$ cat src/rtl/spi_slave.sv
// Mode-0, MSB-first SPI responder clocked by the system clock with synchronized SCLK/SS/MOSI.
// Optional macro SPI_SLAVE_MISO_TRISTATE_EN: MISO is high-Z whenever the frame FSM is not in SHIFT.
module spi_slave #(
  parameter int DATA_WIDTH  = 8,
  parameter int SYNC_STAGES = 2
) (
  input  logic                  clk,
  input  logic                  rst,
  // tx_load, rx_valid and rx_abort are single-cycle strobes with no back-pressure:
  // a consumer must take rx_data in the cycle rx_valid is high (it then holds anyway).
  input  logic [DATA_WIDTH-1:0] tx_data,
  output logic                  tx_load,
  output logic [DATA_WIDTH-1:0] rx_data,
  output logic                  rx_valid,
  output logic                  rx_abort,
  output logic                  busy,
  input  logic                  SCLK,
  input  logic                  MOSI,
  output logic                  MISO,
  input  logic                  SS
);

  localparam int CNT_W = (DATA_WIDTH > 1) ? $clog2(DATA_WIDTH) : 1;
  localparam int ARM_W = $clog2(SYNC_STAGES + 1) + 1;
  localparam logic [CNT_W-1:0] LAST_BIT = CNT_W'(DATA_WIDTH - 1);
  localparam logic [ARM_W-1:0] ARM_DONE = ARM_W'(SYNC_STAGES);

  typedef enum logic [1:0] {
    ST_WAIT  = 2'd0,
    ST_IDLE  = 2'd1,
    ST_SHIFT = 2'd2
  } state_t;

  logic [SYNC_STAGES-1:0] sclk_sync_q;
  logic [SYNC_STAGES-1:0] ss_sync_q;
  logic [SYNC_STAGES-1:0] mosi_sync_q;
  logic                   sclk_d1_q;
  logic                   ss_d1_q;

  logic sclk_s;
  logic ss_s;
  logic mosi_s;
  logic sclk_rise;
  logic sclk_fall;
  logic ss_rise;
  logic ss_fall;

  state_t                state_q, state_d;
  logic [CNT_W-1:0]      bit_cnt_q, bit_cnt_d;
  logic [ARM_W-1:0]      arm_cnt_q, arm_cnt_d;
  logic [DATA_WIDTH-1:0] rx_shift_q, rx_shift_d;
  logic [DATA_WIDTH-1:0] tx_shift_q, tx_shift_d;
  logic [DATA_WIDTH-1:0] rx_data_q, rx_data_d;
  logic [DATA_WIDTH-1:0] rx_next;
  logic                  miso_q, miso_d;
  logic                  busy_q, busy_d;
  logic                  rx_valid_q, rx_valid_d;
  logic                  rx_abort_q, rx_abort_d;
  logic                  tx_load_q, tx_load_d;

  // SYNC_STAGES must be at least 2; all three chains share one depth so MOSI stays aligned to SCLK.
  always_ff @(posedge clk or posedge rst) begin
    if (rst) begin
      sclk_sync_q <= '0;
      ss_sync_q   <= '1;
      mosi_sync_q <= '0;
      sclk_d1_q   <= 1'b0;
      ss_d1_q     <= 1'b1;
    end else begin
      sclk_sync_q <= {sclk_sync_q[SYNC_STAGES-2:0], SCLK};
      ss_sync_q   <= {ss_sync_q[SYNC_STAGES-2:0], SS};
      mosi_sync_q <= {mosi_sync_q[SYNC_STAGES-2:0], MOSI};
      sclk_d1_q   <= sclk_s;
      ss_d1_q     <= ss_s;
    end
  end

  assign sclk_s    = sclk_sync_q[SYNC_STAGES-1];
  assign ss_s      = ss_sync_q[SYNC_STAGES-1];
  assign mosi_s    = mosi_sync_q[SYNC_STAGES-1];
  assign sclk_rise = sclk_s & ~sclk_d1_q;
  assign sclk_fall = ~sclk_s & sclk_d1_q;
  assign ss_rise   = ss_s & ~ss_d1_q;
  assign ss_fall   = ~ss_s & ss_d1_q;
  assign rx_next   = {rx_shift_q[DATA_WIDTH-2:0], mosi_s};

  always_ff @(posedge clk or posedge rst) begin
    if (rst) begin
      state_q    <= ST_WAIT;
      bit_cnt_q  <= '0;
      arm_cnt_q  <= '0;
      rx_shift_q <= '0;
      tx_shift_q <= '0;
      rx_data_q  <= '0;
      miso_q     <= 1'b0;
      busy_q     <= 1'b0;
      rx_valid_q <= 1'b0;
      rx_abort_q <= 1'b0;
      tx_load_q  <= 1'b0;
    end else begin
      state_q    <= state_d;
      bit_cnt_q  <= bit_cnt_d;
      arm_cnt_q  <= arm_cnt_d;
      rx_shift_q <= rx_shift_d;
      tx_shift_q <= tx_shift_d;
      rx_data_q  <= rx_data_d;
      miso_q     <= miso_d;
      busy_q     <= busy_d;
      rx_valid_q <= rx_valid_d;
      rx_abort_q <= rx_abort_d;
      tx_load_q  <= tx_load_d;
    end
  end

  always_comb begin
    state_d    = state_q;
    bit_cnt_d  = bit_cnt_q;
    arm_cnt_d  = arm_cnt_q;
    rx_shift_d = rx_shift_q;
    tx_shift_d = tx_shift_q;
    rx_data_d  = rx_data_q;
    miso_d     = miso_q;
    busy_d     = busy_q;
    rx_valid_d = 1'b0;
    rx_abort_d = 1'b0;
    tx_load_d  = 1'b0;
    unique case (state_q)
      ST_WAIT: begin
        // The SS chain resets to "high", so ss_s is only trusted once the pin has propagated through.
        if (arm_cnt_q != ARM_DONE) begin
          arm_cnt_d = arm_cnt_q + 1'b1;
        end else if (ss_s) begin
          state_d = ST_IDLE;
        end
      end
      ST_IDLE: begin
        if (ss_fall) begin
          tx_shift_d = tx_data;
          tx_load_d  = 1'b1;
          miso_d     = tx_data[DATA_WIDTH-1];
          bit_cnt_d  = '0;
          busy_d     = 1'b1;
          state_d    = ST_SHIFT;
        end
      end
      ST_SHIFT: begin
        if (ss_rise) begin
          state_d = ST_IDLE;
          busy_d  = 1'b0;
          miso_d  = 1'b0;
          if (bit_cnt_q != '0) begin
            rx_abort_d = 1'b1;
          end
        end else if (sclk_rise) begin
          rx_shift_d = rx_next;
          if (bit_cnt_q == LAST_BIT) begin
            rx_data_d  = rx_next;
            rx_valid_d = 1'b1;
            bit_cnt_d  = '0;
            tx_shift_d = tx_data;
            tx_load_d  = 1'b1;
          end else begin
            bit_cnt_d = bit_cnt_q + 1'b1;
          end
        end else if (sclk_fall) begin
          miso_d = tx_shift_q[LAST_BIT - bit_cnt_q];
        end
      end
      default: begin
        state_d = ST_WAIT;
      end
    endcase
  end

  assign tx_load  = tx_load_q;
  assign rx_data  = rx_data_q;
  assign rx_valid = rx_valid_q;
  assign rx_abort = rx_abort_q;
  assign busy     = busy_q;

`ifdef SPI_SLAVE_MISO_TRISTATE_EN
  assign MISO = (state_q == ST_SHIFT) ? miso_q : 1'bz;
`else
  assign MISO = miso_q;
`endif

endmodule
$ cat config.mk
export PLATFORM = sky130hd
export DESIGN_NAME = spi_slave
export DESIGN_NICKNAME = d
export VERILOG_FILES = /design/src/rtl/spi_slave.sv
export SDC_FILE = /design/constraint.sdc
export NUM_CORES = 1
export LEC_CHECK = 0
export BUFFER_PORTS_ARGS = -buffer_cell sky130_fd_sc_hd__buf_2
export CAP_MARGIN = 10
export CORE_AREA = 2 2 73 75
export DETAILED_ROUTE_END_ITERATION = 10
export DIE_AREA = 0 0 75 77
export SKIP_CTS_REPAIR_TIMING = 1
export SLEW_MARGIN = 20
export SYNTH_ARGS = -nofsm -noshare
export SYNTH_HDL_FRONTEND = slang
export SYNTH_SLANG_ARGS = --single-unit
$ cat constraint.sdc
create_clock -name clk -period 2.6 [get_ports clk]
set_input_delay 0.26 -clock clk [delete_from_list [all_inputs] [get_ports clk]]
set_output_delay 0.26 -clock clk [all_outputs]
set_load 0.05 [all_outputs]
==> impl_metrics.toml, run 1 <==
[setup_path]
slowest_delay_ns = 0.49
cp_top_family = "simple AND/OR/NAND/NOR gates"
cp_max_fo = 13
reg2reg_to = "rx_data[0]$_DFFE_PP0P_"
rrSetupSlack_ns = 0.40
cp_num_buf_inv = 1
cp.arrival_ns = 2.40
setup.worst_path.start = "state_q[0]$_DFFE_PP0P_"
endpoint_kind = "flop"
reg2reg_from = "state_q[0]$_DFFE_PP0P_"
worstSetupPathType = "reg -> reg"
worstSetupStartpointType = "flop"
reg2reg_depth = 5
path_cells = "inv_1 > ha_1 > nand3_4 > or2_1 > mux2_4"
crit_end = "rx_data[0]$_DFFE_PP0P_"
cp_num_cells = 5
slowest_stage = "ha_1"
required_ns = 2.80

[die]
start_util = 0.392
die_y_um = 77
dieArea_um2 = 5780
row_count = 26
die_w_um = 75
ios = 26
coreArea_um2 = 4980

[global_route]
grt_first_pass_wirelength_um = 5660
overflow = 0
antenna_found_initial = 0
grt_use_total = 0.130
grt_start_max_net_pins = 45
grt_pass1_vias = 1215

[power]
p_leak_nw = 1.10
power_density_nw_per_um2 = 825
p_total_mw = 1.85
irDropWorstVdd_mv = 0.372

[logic_synthesis]
synth_top_area_cell = "dfrtp_1"
synth_seq_area_share = 0.566
synth.cell_area_um2 = 1950
synthTopCellsByArea = "dfrtp_1 (53%), mux2_2 (9.8%), mux2_4 (6.2%)"
syn_area_per_cell_um2 = 13.8
synth_edf_count = 0
synthFlopType = "dfrtp_1"
synth_top_area_share = 0.526
ys_ff_latch = 44
ys_types = 37
synthCells = 141
syn_nets = 163
async_flop_share = 1.00
ys_warn_count = 0

[route]
routed_wl_um = 3320
ant_nets = 0
wl_per_cell_um = 13.7
vias_per_cell = 4.87
vias = 1178
drc_errors = 0
drt_iter0_markers = 69
firstDrtPassIters = 4

[cells_and_area]
drive_above_1_share = 0.395
areaGrowthSynthToFinish_pct = 14.9
final_nets = 193
antenna_cells = 0

[timing]
slew_headroom = 0.586
drv_slew = 0
layout_worst_path_cycle_share = 0.846
final_hold_viol_count = 0
finalSetupTns_ns = 0
fin_crit_ns = 2.20
timing.fmax_ghz = 0.455
rsz0062_at_grt = "false"
worst_pin_slew_ns = 0.615
fin_skew_ns = 0.0125
setup_violations = 0

[min_path]
hp-class = "in -> reg"
hold_path_depth = 1

[placed_design]
gp_congestion = 0.778
portBuffers = 25
hpwl_um = 2320

[clocking]
cts-htree-levels = 2
clock_latency_ns = 0.31
cts-root-buf = "clkbuf_8"
cts.sink_count = 44
clkSlewWorstSetupHoldPaths_ns = 0.09
clockBufferDepth = 2
numCtsBuffers = 5
cts_tree = "yes"

[job]
drv_cap = 0

[status]
outcome = "finished clean"
==> cell usage in the layout (no fill, tap or decap), drive strengths merged, types with 2 or more instances in the layout <==
cell type | netlist | final
ha | 9 | 9
dfrtp | 41 | 41
mux2 | 25 | 25
o22ai | 2 | 2
nand2 | 8 | 8
nor2 | 4 | 4
clkinvlp | 0 | 2
a22o | 5 | 5
inv | 10 | 10
nor2b | 5 | 5
clkbuf | 1 | 5
dfstp | 3 | 3
buf | 2 | 26
o21ai | 6 | 6
==> per-stage QoR <==
step	instance area [um^2]	hold WS [ns]	util	cells	worst slack, ns
after floorplan	1950	0.264	-	141	0.889
after global placement	2150	0.333	0.432	234	0.575
after detailed placement	2150	0.338	0.432	234	0.437
after CTS	2240	0.0451	0.450	242	0.412
after global routing	2240	0.0362	0.450	242	0.264
final	2240	0.0552	0.450	242	0.400
==> cells in the mapped netlist (3+ instances only) <==
cell type and count:
a22o_1 5, dfrtp_1 41, dfstp_2 3, ha_1 9, inv_1 10, mux2_2 17, mux2_4 8, nand2_1 8
nor2_1 4, nor2b_1 4, o21ai_0 6
==> cells by family after synthesis <==
kind of cell / count (synthesis) / share of synthesized area
DFF: 44 / 0.566
muxes: 26 / 0.171
and+or+nand+nor: 26 / 0.0801
AOI/OAI and AO/OA: 22 / 0.0897
buffers and inverters: 13 / 0.0308
adders and majority gates: 9 / 0.0577
xor gates and xnor gates: 1 / 0.00449
==> layout make-up <==
type	count	area, um^2
Multi-Input combinational cell	84	787
Clock inverter	3	23.8
Timing Repair Buffer	26	133
Sequential cell	44	1100
Clock buffer	5	68.8
Tap cell	70	87.6
Inverter	10	37.5
Fill cell	462	2740
==> flip-flops by register name, indices dropped and copies added (netlist names) <==
signal	flops
mosi_sync_q	2
MISO	1
bit_cnt_q	3
state_q	2
sclk_d1_q	1
sclk_sync_q	2
rx_data	8
busy	1
rx_abort	1
ss_sync_q	2
ss_d1_q	1
tx_load	1
tx_shift_q	8
rx_shift_q	7
arm_cnt_q	3
rx_valid	1
==> layer usage <==
layer | vias to the layer above | wire length [um] | track usage
met5 | - | 0 | 0
met1 | 589 | 1520 | 0.172
met3 | 7 | 160 | 0.0447
met4 | 0 | 63 | 0.0571
met2 | 26 | 1580 | 0.190
li1 | 556 | - | -
==> report_power, final <==
group	switching, mW	internal, mW	leakage, nW
combinational	0.298	0.241	0.497
clock	0.252	0.190	0.0404
sequential	0.0686	0.799	0.560
total	0.619	1.23	1.10
==> worst min-delay path by stage <==
| stage | slack [ns] | from | to |
|---|---|---|---|
| after global routing | 0.04 | SS | ss_sync_q[0]$_DFF_PP1_ |
| after CTS | 0.05 | SS | ss_sync_q[0]$_DFF_PP1_ |
| final | 0.06 | SS | ss_sync_q[0]$_DFF_PP1_ |
| after detailed placement | 0.34 | mosi_sync_q[0]$_DFF_PP0_ | mosi_sync_q[1]$_DFF_PP0_ |
| after floorplan | 0.26 | SS | ss_sync_q[0]$_DFF_PP1_ |
| after global placement | 0.33 | mosi_sync_q[0]$_DFF_PP0_ | mosi_sync_q[1]$_DFF_PP0_ |
Power figures use the tool's default switching activity.
==> run 2, diff against run 1 <==
- clock period: 2.6 -> 1.76 ns (I/O delays scaled with it)
==> run 2 against run 1 <==
Effect of this change:
- cell count up 7.4%
- final area increased by 8.1%
- register-to-register slack got worse by 0.35 ns
- non-clock buffer count rose by 18
- via count is 5.3% higher
- worst hold slack lost 0.051 ns
- critical path type unchanged
- global-route usage about the same
- count of clock-buffer cells in the layout unchanged
- die area stayed put
==> impl_metrics.toml, run 2 (same netlist as run 1, synthesis figures left out) <==
[status]
outcome = "finished clean"

[timing]
fin_crit_ns = 1.71
layout_worst_path_cycle_share = 0.969
timing.fmax_ghz = 0.586
drv_slew = 0
worst_pin_slew_ns = 0.540
fin_skew_ns = 0.00812
layout_setup_ws_ns = 0.0548
finalSetupTns_ns = 0
setup_violations = 0
slew_headroom = 0.640
final_hold_viol_count = 0

[setup_path]
crit_path_frequent_cell = "ha_1"
endpoint_kind = "flop"
cp_top_family = "adder cells"
cp.arrival_ns = 1.88
worstSetupPathType = "reg -> reg"
slowest_stage = "dfrtp_1"
cp_num_buf_inv = 1
required_ns = 1.94
cp_max_fo = 8
slowest_delay_ns = 0.40
worstSetupStartpointType = "flop"
path_cells = "ha_1 > ha_1 > and4_4 > o22ai_4 > buf_12 > mux2_2"

[die]
dieArea_um2 = 5780
coreArea_um2 = 4980
ios = 26
row_count = 26
start_util = 0.392
die_y_um = 77
die_w_um = 75

[clocking]
cts.sink_count = 44
clockBufferDepth = 2
clock_latency_ns = 0.30
numCtsBuffers = 5
cts_tree = "yes"
clkSlewWorstSetupHoldPaths_ns = 0.09
cts-root-buf = "clkbuf_8"
cts-htree-levels = 2

[min_path]
hp-class = "in -> async"

[route]
drt_iter0_markers = 68
wl_per_cell_um = 12.9
drc_errors = 0
ant_nets = 0
firstDrtPassIters = 4
vias = 1241
routed_wl_um = 3350
vias_per_cell = 4.77

[power]
power_density_nw_per_um2 = 1250
p_total_mw = 3.03
irDropWorstVdd_mv = 0.861
p_leak_nw = 1.21

[job]
drv_cap = 0

[placed_design]
place_ws_ns = -0.0282
gp_congestion = 0.727
hpwl_um = 2410
portBuffers = 25

[global_route]
overflow = 0
antenna_found_initial = 0
grt_first_pass_wirelength_um = 5870
grt_use_total = 0.130
grt_start_max_net_pins = 45
grt_pass1_vias = 1263

[cells_and_area]
drive_above_1_share = 0.453
areaGrowthSynthToFinish_pct = 24.2
layout_commonest_cell = "dfrtp_1"
final_nets = 211
final_cell_mix = "dfrtp_1 (41), buf_2 (25), mux2_2 (16)"
fillers = 459
antenna_cells = 0
run 2: area by class of cell:
| type | count | area, um^2 | area share |
|---|---|---|---|
| repair buffers | 44 | 288 | 0.119 |
| clock buffers | 5 | 68.8 | 0.0284 |
| inverters | 10 | 37.5 | 0.0155 |
| clock inverters | 3 | 42.5 | 0.0175 |
| well taps | 70 | 87.6 | 0.0361 |
| multi-input cells | 84 | 796 | 0.328 |
| flip-flops and latches | 44 | 1100 | 0.456 |
run 2: worst paths after layout:
| check | start | end | slack, ns | cells past startpoint |
|---|---|---|---|---|
| max in group asynchronous | rst | ss_sync_q[1]$_DFF_PP1_ | 1.38 | 3 |
| worst min register to register | ss_sync_q[0]$_DFF_PP1_ | ss_sync_q[1]$_DFF_PP1_ | 0.36 | 0 |
| worst min-delay path | rst | rx_valid$_DFF_PP0_ | 0.004 | 3 |
| worst max-delay path | bit_cnt_q[0]$_DFFE_PP0P_ | tx_shift_q[7]$_DFFE_PP0P_ | 0.05 | 6 |
| min in group clk | tx_data[1] | tx_shift_q[1]$_DFFE_PP0P_ | 0.11 | 2 |
| worst max register to register | bit_cnt_q[0]$_DFFE_PP0P_ | tx_shift_q[7]$_DFFE_PP0P_ | 0.05 | 6 |
run 2: worst register-to-register path, stage by stage (launching register included):
cell and delay (ns):
dfrtp_1 0.40, ha_1 0.22, ha_1 0.20, and4_4 0.17
o22ai_4 0.13, buf_12 0.15, mux2_2 0.33
run 2: routing by layer:
metal / share of wire / track usage / vias to the layer above / routed length (um)
met3: 0.047 / 0.0381 / 5 / 156
li1: - / - / 596 / -
met4: 0.011 / 0.0375 / 0 / 36
met2: 0.47 / 0.195 / 28 / 1590
met5: 0 / 0 / - / 0
met1: 0.47 / 0.183 / 612 / 1570
run 2: power breakdown:
group	internal [mW]	switching, mW
combinational	0.505	0.485
clock	0.420	0.352
sequential	1.18	0.0901
total	2.11	0.927
run 2: stage by stage:
stage               instances   util  instance area (um^2)  hold slack, ns
finish                    260  0.487                  2420         0.00444
detailed placement        246  0.450                  2240           0.283
CTS                       254  0.472                  2350         -0.0342
global placement          246  0.450                  2240           0.281
floorplan                 141      -                  1950           0.180
global route              260  0.487                  2420          0.0554
==> run 3, diff against run 2 <==
--- a/config.mk
+++ b/config.mk
@@ -9,5 +9,6 @@
 export CAP_MARGIN = 10
-export CORE_AREA = 2 2 73 75
+export CORE_AREA = 2 2 66 68
 export DETAILED_ROUTE_END_ITERATION = 10
-export DIE_AREA = 0 0 75 77
+export DIE_AREA = 0 0 68 70
+export PLACE_DENSITY = 0.71
 export SKIP_CTS_REPAIR_TIMING = 1
==> constraint.sdc (replaced) <==
create_clock -name clk -period 1.76 [get_ports clk]
set_input_delay 0.352 -clock clk [delete_from_list [all_inputs] [get_ports clk]]
set_output_delay 0.352 -clock clk [all_outputs]
set_load 0.05 [all_outputs]
==> run 3 against run 2 <==
Effect of this change:
- power increased by 0.55%
- largest cell class unchanged
- utilization increased by 8.4 points
- critical path type unchanged
- global-route usage increased by 3.1 points
- worst hold slack improved by 0.14 ns
- combinational power decreased by 0.8%
- setup slack got worse by 0.0052 ns
- first-iteration DRC count decreased by 19%
- cell count decreased by 9.2%
- final area decreased by 2.4%
- die area decreased by 18%
==> impl_metrics.toml, run 3 (same netlist as run 1, synthesis figures left out) <==
[power]
power_density_nw_per_um2 = 1290
p_leak_nw = 1.18
irDropWorstVdd_mv = 0.668

[route]
ant_nets = 0
drc_errors = 0
wl_per_cell_um = 14.5
routed_wl_um = 3420
vias_per_cell = 5.09
drt_iter0_markers = 55
vias = 1202
firstDrtPassIters = 4

[setup_path]
slowest_delay_ns = 0.40
worstSetupPathType = "reg -> reg"
rrSetupSlack_ns = 0.05
slowest_stage = "dfrtp_1"
reg2reg_to = "tx_shift_q[1]$_DFFE_PP0P_"
path_cells = "inv_1 > ha_4 > buf_4 > nor2_1 > o22ai_4 > buf_12 > mux2_4"
reg2reg_depth = 7
cp_max_fo = 8
cp.arrival_ns = 1.89
endpoint_kind = "flop"
required_ns = 1.94
worstSetupStartpointType = "flop"
reg2reg_from = "state_q[0]$_DFFE_PP0P_"

[clocking]
numCtsBuffers = 5
cts-root-buf = "clkbuf_8"
clock_latency_ns = 0.30
cts_tree = "yes"
clkSlewWorstSetupHoldPaths_ns = 0.08
cts-htree-levels = 2
cts.sink_count = 44
clockBufferDepth = 2

[global_route]
grt_first_pass_wirelength_um = 5750
antenna_found_initial = 0
grt_pass1_vias = 1249
grt_use_total = 0.162
grt_start_max_net_pins = 45
overflow = 0

[timing]
fin_crit_ns = 1.71
fin_skew_ns = 0.00921
slew_headroom = 0.638
timing.fmax_ghz = 0.585
drv_slew = 0
worst_pin_slew_ns = 0.543
layout_worst_path_cycle_share = 0.972
setup_violations = 0
finalSetupTns_ns = 0
final_hold_viol_count = 0

[cells_and_area]
layout_commonest_cell = "dfrtp_1"
areaGrowthSynthToFinish_pct = 21.2
antenna_cells = 0
final_cell_mix = "dfrtp_1 (41), buf_2 (25), mux2_2 (16)"
final_area_um2 = 2370
drive_above_1_share = 0.462
final_util = 0.571
final_nets = 205

[placed_design]
gp_congestion = 0.817
hpwl_um = 2460
place_area_um2 = 2210
portBuffers = 25

[status]
outcome = "finished clean"

[die]
dieArea_um2 = 4760
ios = 26
start_util = 0.471
die_w_um = 68
coreArea_um2 = 4140
die_y_um = 70
row_count = 24

[min_path]
hold_path_depth = 1
min_from = "SS"
hp-class = "in -> reg"
min_to = "ss_sync_q[0]$_DFF_PP1_"

[job]
drv_cap = 0
run 3: changes by cell type in the layout (fill, tap and decap cells not counted), sizes merged:
cell,before,now
buf,41,38
dlygate4sd3,3,0
clkinv,1,0
inv,10,11
run 3: cell type report:
class / instances / area (um^2)
Clock buffer: 5 / 68.8
Clock inverter: 3 / 46.3
Fill cell: 319 / 1780
Inverter: 10 / 37.5
Multi-Input combinational cell: 84 / 808
Sequential cell: 44 / 1100
Tap cell: 52 / 65.1
Timing Repair Buffer: 38 / 235
run 3: report_power, final:
part | total, mW | internal [mW] | switching (mW)
clock network | 0.787 | 0.427 | 0.360
logic | 0.982 | 0.491 | 0.492
registers | 1.28 | 1.18 | 0.0987
run 3: per-stage QoR:
step	hold WS, ns	total power [mW]	setup slack [ns]	instances
after global routing	0.133	3.22	-0.0106	236
after detailed placement	0.336	2.17	-0.00870	227
final	0.149	3.05	0.0496	236
after global placement	0.332	2.11	0.0119	227
after CTS	0.138	2.96	-0.0366	235
after floorplan	0.331	1.91	0.0486	141
run 3: worst max-delay path by stage:
stage	startpoint	slack [ns]	endpoint
after floorplan	bit_cnt_q[0]$_DFFE_PP0P_	0.05	tx_shift_q[0]$_DFFE_PP0P_
after global placement	bit_cnt_q[0]$_DFFE_PP0P_	0.01	tx_shift_q[3]$_DFFE_PP0P_
after detailed placement	state_q[0]$_DFFE_PP0P_	-0.009	tx_shift_q[7]$_DFFE_PP0P_
after CTS	bit_cnt_q[0]$_DFFE_PP0P_	-0.04	tx_shift_q[1]$_DFFE_PP0P_
after global routing	state_q[1]$_DFFE_PP0P_	-0.01	MISO$_DFFE_PP0P_
final	state_q[0]$_DFFE_PP0P_	0.05	tx_shift_q[1]$_DFFE_PP0P_
run 3: metal layers:
layer / up-vias / routed length (um) / GRT usage / share of wire
met2: 18 / 1810 / 0.251 / 0.53
met3: 6 / 114 / 0.0531 / 0.033
met5: - / 0 / 0 / 0
met1: 598 / 1450 / 0.211 / 0.43
li1: 580 / - / - / -
met4: 0 / 44 / 0.0533 / 0.013
run 3: worst max-delay path: cells and delay by family, from the launching register on:
| kind | cells | cell delay, ns |
|---|---|---|
| buf+inv | 3 | 0.42 |
| flops | 1 | 0.40 |
| mux | 1 | 0.29 |
| fa+ha+maj | 1 | 0.19 |
| simple gates | 1 | 0.19 |
| compound gates | 1 | 0.11 |
